--- config.mk ---
export PLATFORM = sky130hd
export DESIGN_NAME = adder_test_ctrl
export DESIGN_NICKNAME = d
export VERILOG_FILES = /design/src/rtl/adder_test_ctrl.sv
export SDC_FILE = /design/constraint.sdc
export NUM_CORES = 1
export LEC_CHECK = 0
export ABC_AREA = 1
export CORE_UTILIZATION = 50
export DETAILED_ROUTE_END_ITERATION = 10
export PLACE_DENSITY = 0.75
export SYNTH_ARGS = -nofsm -noshare
export SYNTH_HDL_FRONTEND = slang
export SYNTH_SLANG_ARGS = --single-unit
--- constraint.sdc ---
create_clock -name clk_i -period 2.3 [get_ports clk_i]
set_input_delay 0.46 -clock clk_i [delete_from_list [all_inputs] [get_ports clk_i]]
set_output_delay 0.46 -clock clk_i [all_outputs]
set_load 0.005 [all_outputs]
--- src/rtl/adder_test_ctrl.sv ---
// Drives pseudo-random operand pairs into a registered adder and checks each sum LAT cycles later.
// One vector per cycle while busy; no backpressure, abort stops issue on the next edge.
module adder_test_ctrl #(
  parameter int WL       = 8,
  parameter int LAT      = 1,
  parameter int NUM_VECT = 256
) (
  input  logic          clk_i,
  input  logic          rst_i,
  input  logic          start_i,
  input  logic          abort_i,
  output logic          add_en_o,
  output logic [WL-1:0] op_x_o,
  output logic [WL-1:0] op_y_o,
  input  logic [WL-1:0] add_result_i,
  output logic          busy_o,
  output logic          done_o,
  output logic          aborted_o,
  output logic [15:0]   err_cnt_o,
  output logic [15:0]   vect_cnt_o,
  output logic [15:0]   first_err_idx_o,
  output logic [WL-1:0] first_err_data_o,
  output logic          err_seen_o
);

  localparam logic [1:0] S_IDLE  = 2'd0;
  localparam logic [1:0] S_RUN   = 2'd1;
  localparam logic [1:0] S_DRAIN = 2'd2;
  localparam logic [1:0] S_DONE  = 2'd3;

  localparam logic [15:0]   SEED       = 16'hACE1;
  localparam logic [15:0]   LAST_CNT   = 16'(NUM_VECT);
  localparam int            DW         = (LAT > 1) ? $clog2(LAT) : 1;
  localparam logic [DW-1:0] DRAIN_LAST = DW'(LAT - 1);

  // Fibonacci LFSR, taps 16,14,13,11, feedback enters bit 0.
  function automatic logic [15:0] lfsr_step(input logic [15:0] v);
    return {v[14:0], v[15] ^ v[13] ^ v[12] ^ v[10]};
  endfunction

  logic [1:0]    state_q, state_d;
  logic [15:0]   lfsr_q, lfsr_d;
  logic          add_en_q, add_en_d;
  logic [WL-1:0] op_x_q, op_x_d;
  logic [WL-1:0] op_y_q, op_y_d;
  logic [15:0]   vect_cnt_q, vect_cnt_d;
  logic [DW-1:0] drain_q, drain_d;
  logic          aborted_q, aborted_d;
  logic [15:0]   err_cnt_q, err_cnt_d;
  logic [15:0]   first_err_idx_q, first_err_idx_d;
  logic [WL-1:0] first_err_data_q, first_err_data_d;
  logic          err_seen_q, err_seen_d;

  logic          issue;
  logic          run_clr;
  logic          flush;
  logic [15:0]   issue_src;
  logic          busy;

  logic          pipe_vld_q [LAT];
  logic [WL-1:0] pipe_exp_q [LAT];
  logic [15:0]   pipe_idx_q [LAT];
  logic [WL-1:0] sum_w;
  logic          cmp_vld;
  logic          cmp_fail;

  assign busy  = (state_q == S_RUN) || (state_q == S_DRAIN);
  assign sum_w = op_x_q + op_y_q;

  always_comb begin
    state_d    = state_q;
    lfsr_d     = lfsr_q;
    vect_cnt_d = vect_cnt_q;
    drain_d    = drain_q;
    aborted_d  = aborted_q;
    issue      = 1'b0;
    run_clr    = 1'b0;
    flush      = 1'b0;
    issue_src  = lfsr_q;
    case (state_q)
      S_IDLE: begin
        if (start_i) begin
          state_d   = S_RUN;
          run_clr   = 1'b1;
          aborted_d = 1'b0;
          issue     = 1'b1;
          issue_src = SEED;
        end
      end
      S_RUN: begin
        if (abort_i) begin
          state_d   = S_IDLE;
          flush     = 1'b1;
          aborted_d = 1'b1;
        end else if (vect_cnt_q == LAST_CNT) begin
          state_d = S_DRAIN;
          drain_d = '0;
        end else begin
          issue = 1'b1;
        end
      end
      S_DRAIN: begin
        if (abort_i) begin
          state_d   = S_IDLE;
          flush     = 1'b1;
          aborted_d = 1'b1;
        end else if (drain_q == DRAIN_LAST) begin
          state_d = S_DONE;
        end else begin
          drain_d = drain_q + DW'(1);
        end
      end
      S_DONE:  state_d = S_IDLE;
      default: state_d = S_IDLE;
    endcase

    // Operands are registered on the issue edge, so vect_cnt counts vectors already on the bus.
    if (issue) begin
      lfsr_d     = lfsr_step(issue_src);
      vect_cnt_d = run_clr ? 16'd1 : vect_cnt_q + 16'd1;
    end
    add_en_d = issue;
    op_x_d   = issue ? issue_src[WL-1:0]  : '0;
    op_y_d   = issue ? issue_src[15:16-WL] : '0;
  end

  assign cmp_vld  = pipe_vld_q[LAT-1] && busy && !abort_i;
  assign cmp_fail = cmp_vld && (add_result_i != pipe_exp_q[LAT-1]);

  always_comb begin
    err_cnt_d        = err_cnt_q;
    first_err_idx_d  = first_err_idx_q;
    first_err_data_d = first_err_data_q;
    err_seen_d       = err_seen_q;
    if (run_clr) begin
      err_cnt_d        = '0;
      first_err_idx_d  = '0;
      first_err_data_d = '0;
      err_seen_d       = 1'b0;
    end else if (cmp_fail) begin
      if (err_cnt_q != 16'hFFFF) begin
        err_cnt_d = err_cnt_q + 16'd1;
      end
      if (!err_seen_q) begin
        first_err_idx_d  = pipe_idx_q[LAT-1];
        first_err_data_d = add_result_i;
        err_seen_d       = 1'b1;
      end
    end
  end

  always_ff @(posedge clk_i) begin
    if (rst_i) begin
      state_q          <= S_IDLE;
      lfsr_q           <= SEED;
      add_en_q         <= 1'b0;
      op_x_q           <= '0;
      op_y_q           <= '0;
      vect_cnt_q       <= '0;
      drain_q          <= '0;
      aborted_q        <= 1'b0;
      err_cnt_q        <= '0;
      first_err_idx_q  <= '0;
      first_err_data_q <= '0;
      err_seen_q       <= 1'b0;
    end else begin
      state_q          <= state_d;
      lfsr_q           <= lfsr_d;
      add_en_q         <= add_en_d;
      op_x_q           <= op_x_d;
      op_y_q           <= op_y_d;
      vect_cnt_q       <= vect_cnt_d;
      drain_q          <= drain_d;
      aborted_q        <= aborted_d;
      err_cnt_q        <= err_cnt_d;
      first_err_idx_q  <= first_err_idx_d;
      first_err_data_q <= first_err_data_d;
      err_seen_q       <= err_seen_d;
    end
  end

  // Expected sums enter one edge after the operands leave, matching the adder's own register stage.
  always_ff @(posedge clk_i) begin
    if (rst_i || flush) begin
      for (int i = 0; i < LAT; i++) begin
        pipe_vld_q[i] <= 1'b0;
        pipe_exp_q[i] <= '0;
        pipe_idx_q[i] <= '0;
      end
    end else begin
      pipe_vld_q[0] <= add_en_q;
      pipe_exp_q[0] <= sum_w;
      pipe_idx_q[0] <= vect_cnt_q - 16'd1;
      for (int i = 1; i < LAT; i++) begin
        pipe_vld_q[i] <= pipe_vld_q[i-1];
        pipe_exp_q[i] <= pipe_exp_q[i-1];
        pipe_idx_q[i] <= pipe_idx_q[i-1];
      end
    end
  end

  assign add_en_o         = add_en_q;
  assign op_x_o           = op_x_q;
  assign op_y_o           = op_y_q;
  assign busy_o           = busy;
  assign done_o           = (state_q == S_DONE);
  assign aborted_o        = aborted_q;
  assign err_cnt_o        = err_cnt_q;
  assign vect_cnt_o       = vect_cnt_q;
  assign first_err_idx_o  = first_err_idx_q;
  assign first_err_data_o = first_err_data_q;
  assign err_seen_o       = err_seen_q;

endmodule

==> metrics.yaml, run 1 <==
diodes: 0
reg2reg_from: "vect_cnt_o[0]$_SDFFE_PP0P_"
final_core_util_pct: 66.7
p_clk_share_pct: 44.7
num_rows: 38
syn-cell-area_um2: 5530
insertion_delay_ns: 0.52
syn_area_per_cell_um2: 7.20
route.detailed.drc: 0
cts_hold_buf: 0
gp_congestion: 0.865
intPower_mw: 4.74
cts_tree: "done"
postCtsSetupRepairBufs: 0
drtPass1Iterations: 5
netlist_instances: 768
hold_path_class: "register to register"
crit_family: "buffers and inverters"
vias: 5323
critPathBufInv: 2
fin_worst_skew_ns: 0.00754
clock-sinks: 118
multi_input_area_um2: 2740
overflow: 0
dieArea_um2: 11500
max_stage_delay_ns: 0.50
p_leak_nw: 2.89
routed_wl_mm: 13.9
clockRootBuffer: "clkbuf_8"
cp.depth: 3
finalMaxSlewViolations: 0
die_y_um: 107
async_reset_ff_share_pct: 0
fin_crit_sh_pct: 95.7
synth.area.top_cells: "dfxtp_1 43%, nand2_1 12%, a21oi_1 7.2%"
synth_nets: 797
worstPathRequired_ns: 1.84
cp-endpoint: "busy_o"
status: "finished, final reports clean"
grt_first_pass_wirelength_mm: 23.0
grt_pass1_vias: 5060
synth-edff-count: 0
synth-seq-area-share_pct: 42.7
ys_ff_latch: 118
path_max_fanout: 5
grt_max_degree: 42
crit_start: "state_q[1]$_SDFFE_PP0P_"
drt_iter0_markers: 329
synth_top_cell_by_area: "dfxtp_1"
post-dp-hpwl_mm: 9.72
ctsHtreeMaxLevel: 4
period_needed_ns: 2.20
startpoint_type: "register"
critPathSlowestCell: "clkdlybuf4s50_1"
area_delta_synth_final_pct: 30.2
setup-tns-final_ns: 0
rsz0062_at_grt: "no"
antenna_found_initial: 0
p_sw_mw: 1.78
critical_path_class: "register to output port"
final_nets: 886
synthTopCellsByCount: "178 x nand2_1, 118 x dfxtp_1, 99 x nor2_1"
vias_per_cell: 5.27
pwr-share-comb_pct: 18.2
fillCellCount: 909
ys_warn_count: 0
cp-end-kind: "output port"
synth_top_area_share_pct: 42.7
seqPwrFrac_pct: 37.2
setup_viol: 0
peakVddDrop_uv: 667
synthFlopType: "dfxtp_1"
slew_headroom_pct: 68.5
ios: 89
r2r_end: "lfsr_q[6]$_SDFFE_PP1P_"
synthDistinctLibCells: 38
hold_violations: 0
drive_gt1_share_pct: 8.05
clock_path_buffers: 2
power_density_nw_per_um2: 906
crit_arrival_ns: 1.74
numCtsBuffers: 17
numPortBuffers: 88
regArea_um2: 2360
detail-route-antenna-nets: 0
yosysMostFrequentCell: "nand2_1"
start_util_pct: 51.2
fmax_mhz: 454
cap_violations: 0
path_cells: "inv_2 -> ha_4 -> clkdlybuf4s50_1"
fp.dieW_um: 107
rrSetupSlack_ns: 0.35
core-area_um2: 10800
rr_worst_depth: 10
clk_pin_slew_ns: 0.06
worstMarginPinSlew_ns: 0.470
p_sw_share_pct: 27.3
wl_per_cell_um: 13.8
track_usage_pct: 25.2
[cells in the final DEF (no fill, tap or decap), drive strengths merged, types with 12 or more instances in the layout]
cell type,instances
a21oi,80
buf,12
clkbuf,21
clkdlybuf4s50,88
dfxtp,118
ha,16
inv,70
nand2,183
nand3,72
nand4,19
nor2,104
o21ai,39
[how the worst min path moves through the flow]
stage / from / endpoint / slack [ns] / depth (start not counted)
5_1_grt: add_en_o$_SDFF_PP0_ / pipe_vld_q[0]$_SDFF_PP0_ / 0.45 / 2
3_3_place_gp: add_en_o$_SDFF_PP0_ / pipe_vld_q[0]$_SDFF_PP0_ / 0.43 / 2
6_report: add_en_o$_SDFF_PP0_ / pipe_vld_q[0]$_SDFF_PP0_ / 0.43 / 2
3_5_place_dp: add_en_o$_SDFF_PP0_ / pipe_vld_q[0]$_SDFF_PP0_ / 0.42 / 2
4_1_cts: add_en_o$_SDFF_PP0_ / pipe_vld_q[0]$_SDFF_PP0_ / 0.43 / 2
2_1_floorplan: add_en_o$_SDFF_PP0_ / pipe_vld_q[0]$_SDFF_PP0_ / 0.42 / 2
[flip-flops by register name, indices dropped and copies added, names as in the netlist, 2 cells and up]
register / cells
op_x_o: 8
pipe_exp_q: 8
vect_cnt_o: 16
pipe_idx_q: 16
first_err_idx_o: 16
op_y_o: 8
first_err_data_o: 8
err_cnt_o: 16
state_q: 2
lfsr_q: 16
[metrics by stage]
stage	instances	setup slack, ns	hold WS (ns)	cell area (um^2)	power, mW
finish	1010	0.0992	0.428	7200	6.52
global route	1010	0.0476	0.451	7200	6.80
CTS	1010	0.00238	0.429	7190	6.54
detailed placement	978	0.148	0.424	6520	3.59
global placement	978	0.204	0.427	6520	3.55
floorplan	768	0.522	0.425	5530	3.21
[area by class of cell]
type / instances / share of cell area, %
Sequential cell: 118 / 32.9
Inverter: 71 / 3.70
Timing Repair Buffer: 100 / 13.7
Tap cell: 140 / 2.43
Clock inverter: 11 / 2.71
Clock buffer: 21 / 6.52
Multi-Input combinational cell: 549 / 38.1
[power by group through the flow]
stage	logic, mW	registers, mW	clock network, mW
after floorplan	0.777	2.43	0
after global placement	1.10	2.45	0
after detailed placement	1.13	2.46	0
after CTS	1.17	2.42	2.95
after global routing	1.32	2.45	3.04
final	1.18	2.42	2.91
[kinds of logic (layout without fill, tap and decap cells)]
| family | Yosys count | after routing | share of synthesized area (%) |
|---|---|---|---|
| AO/OA/AOI/OAI | 126 | 126 | 11.7 |
| buffers and inverters | 101 | 203 | 7.90 |
| XOR/XNOR | 13 | 13 | 2.06 |
| flip-flops | 118 | 118 | 42.7 |
| AND/OR/NAND/NOR | 393 | 393 | 31.6 |
| adder cells (fa/ha/maj) | 17 | 17 | 3.98 |
[tightest hold or removal path: cells and delay by family (launching register included)]
kind,cells,cell delay (ns)
flops,1,0.31
buf+inv,1,0.05
simple gates,1,0.03
[layer usage]
layer / routed length (um) / GRT usage, %
met5: 0 / 0
met4: 185 / 9.69
met3: 934 / 5.35
met2: 6750 / 42.7
met1: 6040 / 31.4
[repair_timing]
| item | in CTS | in global routing |
|---|---|---|
| cloned | 0 | 0 |
| endpoints found under the setup margin | 1 | 1 |
| gates resized for setup | 2 | 3 |
Power figures use the tool's default switching activity.
==> inputs of run 2 (changes only) <==
--- a/config.mk
+++ b/config.mk
@@ -6,6 +6,7 @@
 export NUM_CORES = 1
 export LEC_CHECK = 0
 export ABC_AREA = 1
+export CAP_MARGIN = 20
 export CORE_UTILIZATION = 50
 export DETAILED_ROUTE_END_ITERATION = 10
 export PLACE_DENSITY = 0.75
==> results of run 2 <==
Final layout, timing and power as in run 1 (identical DEF).
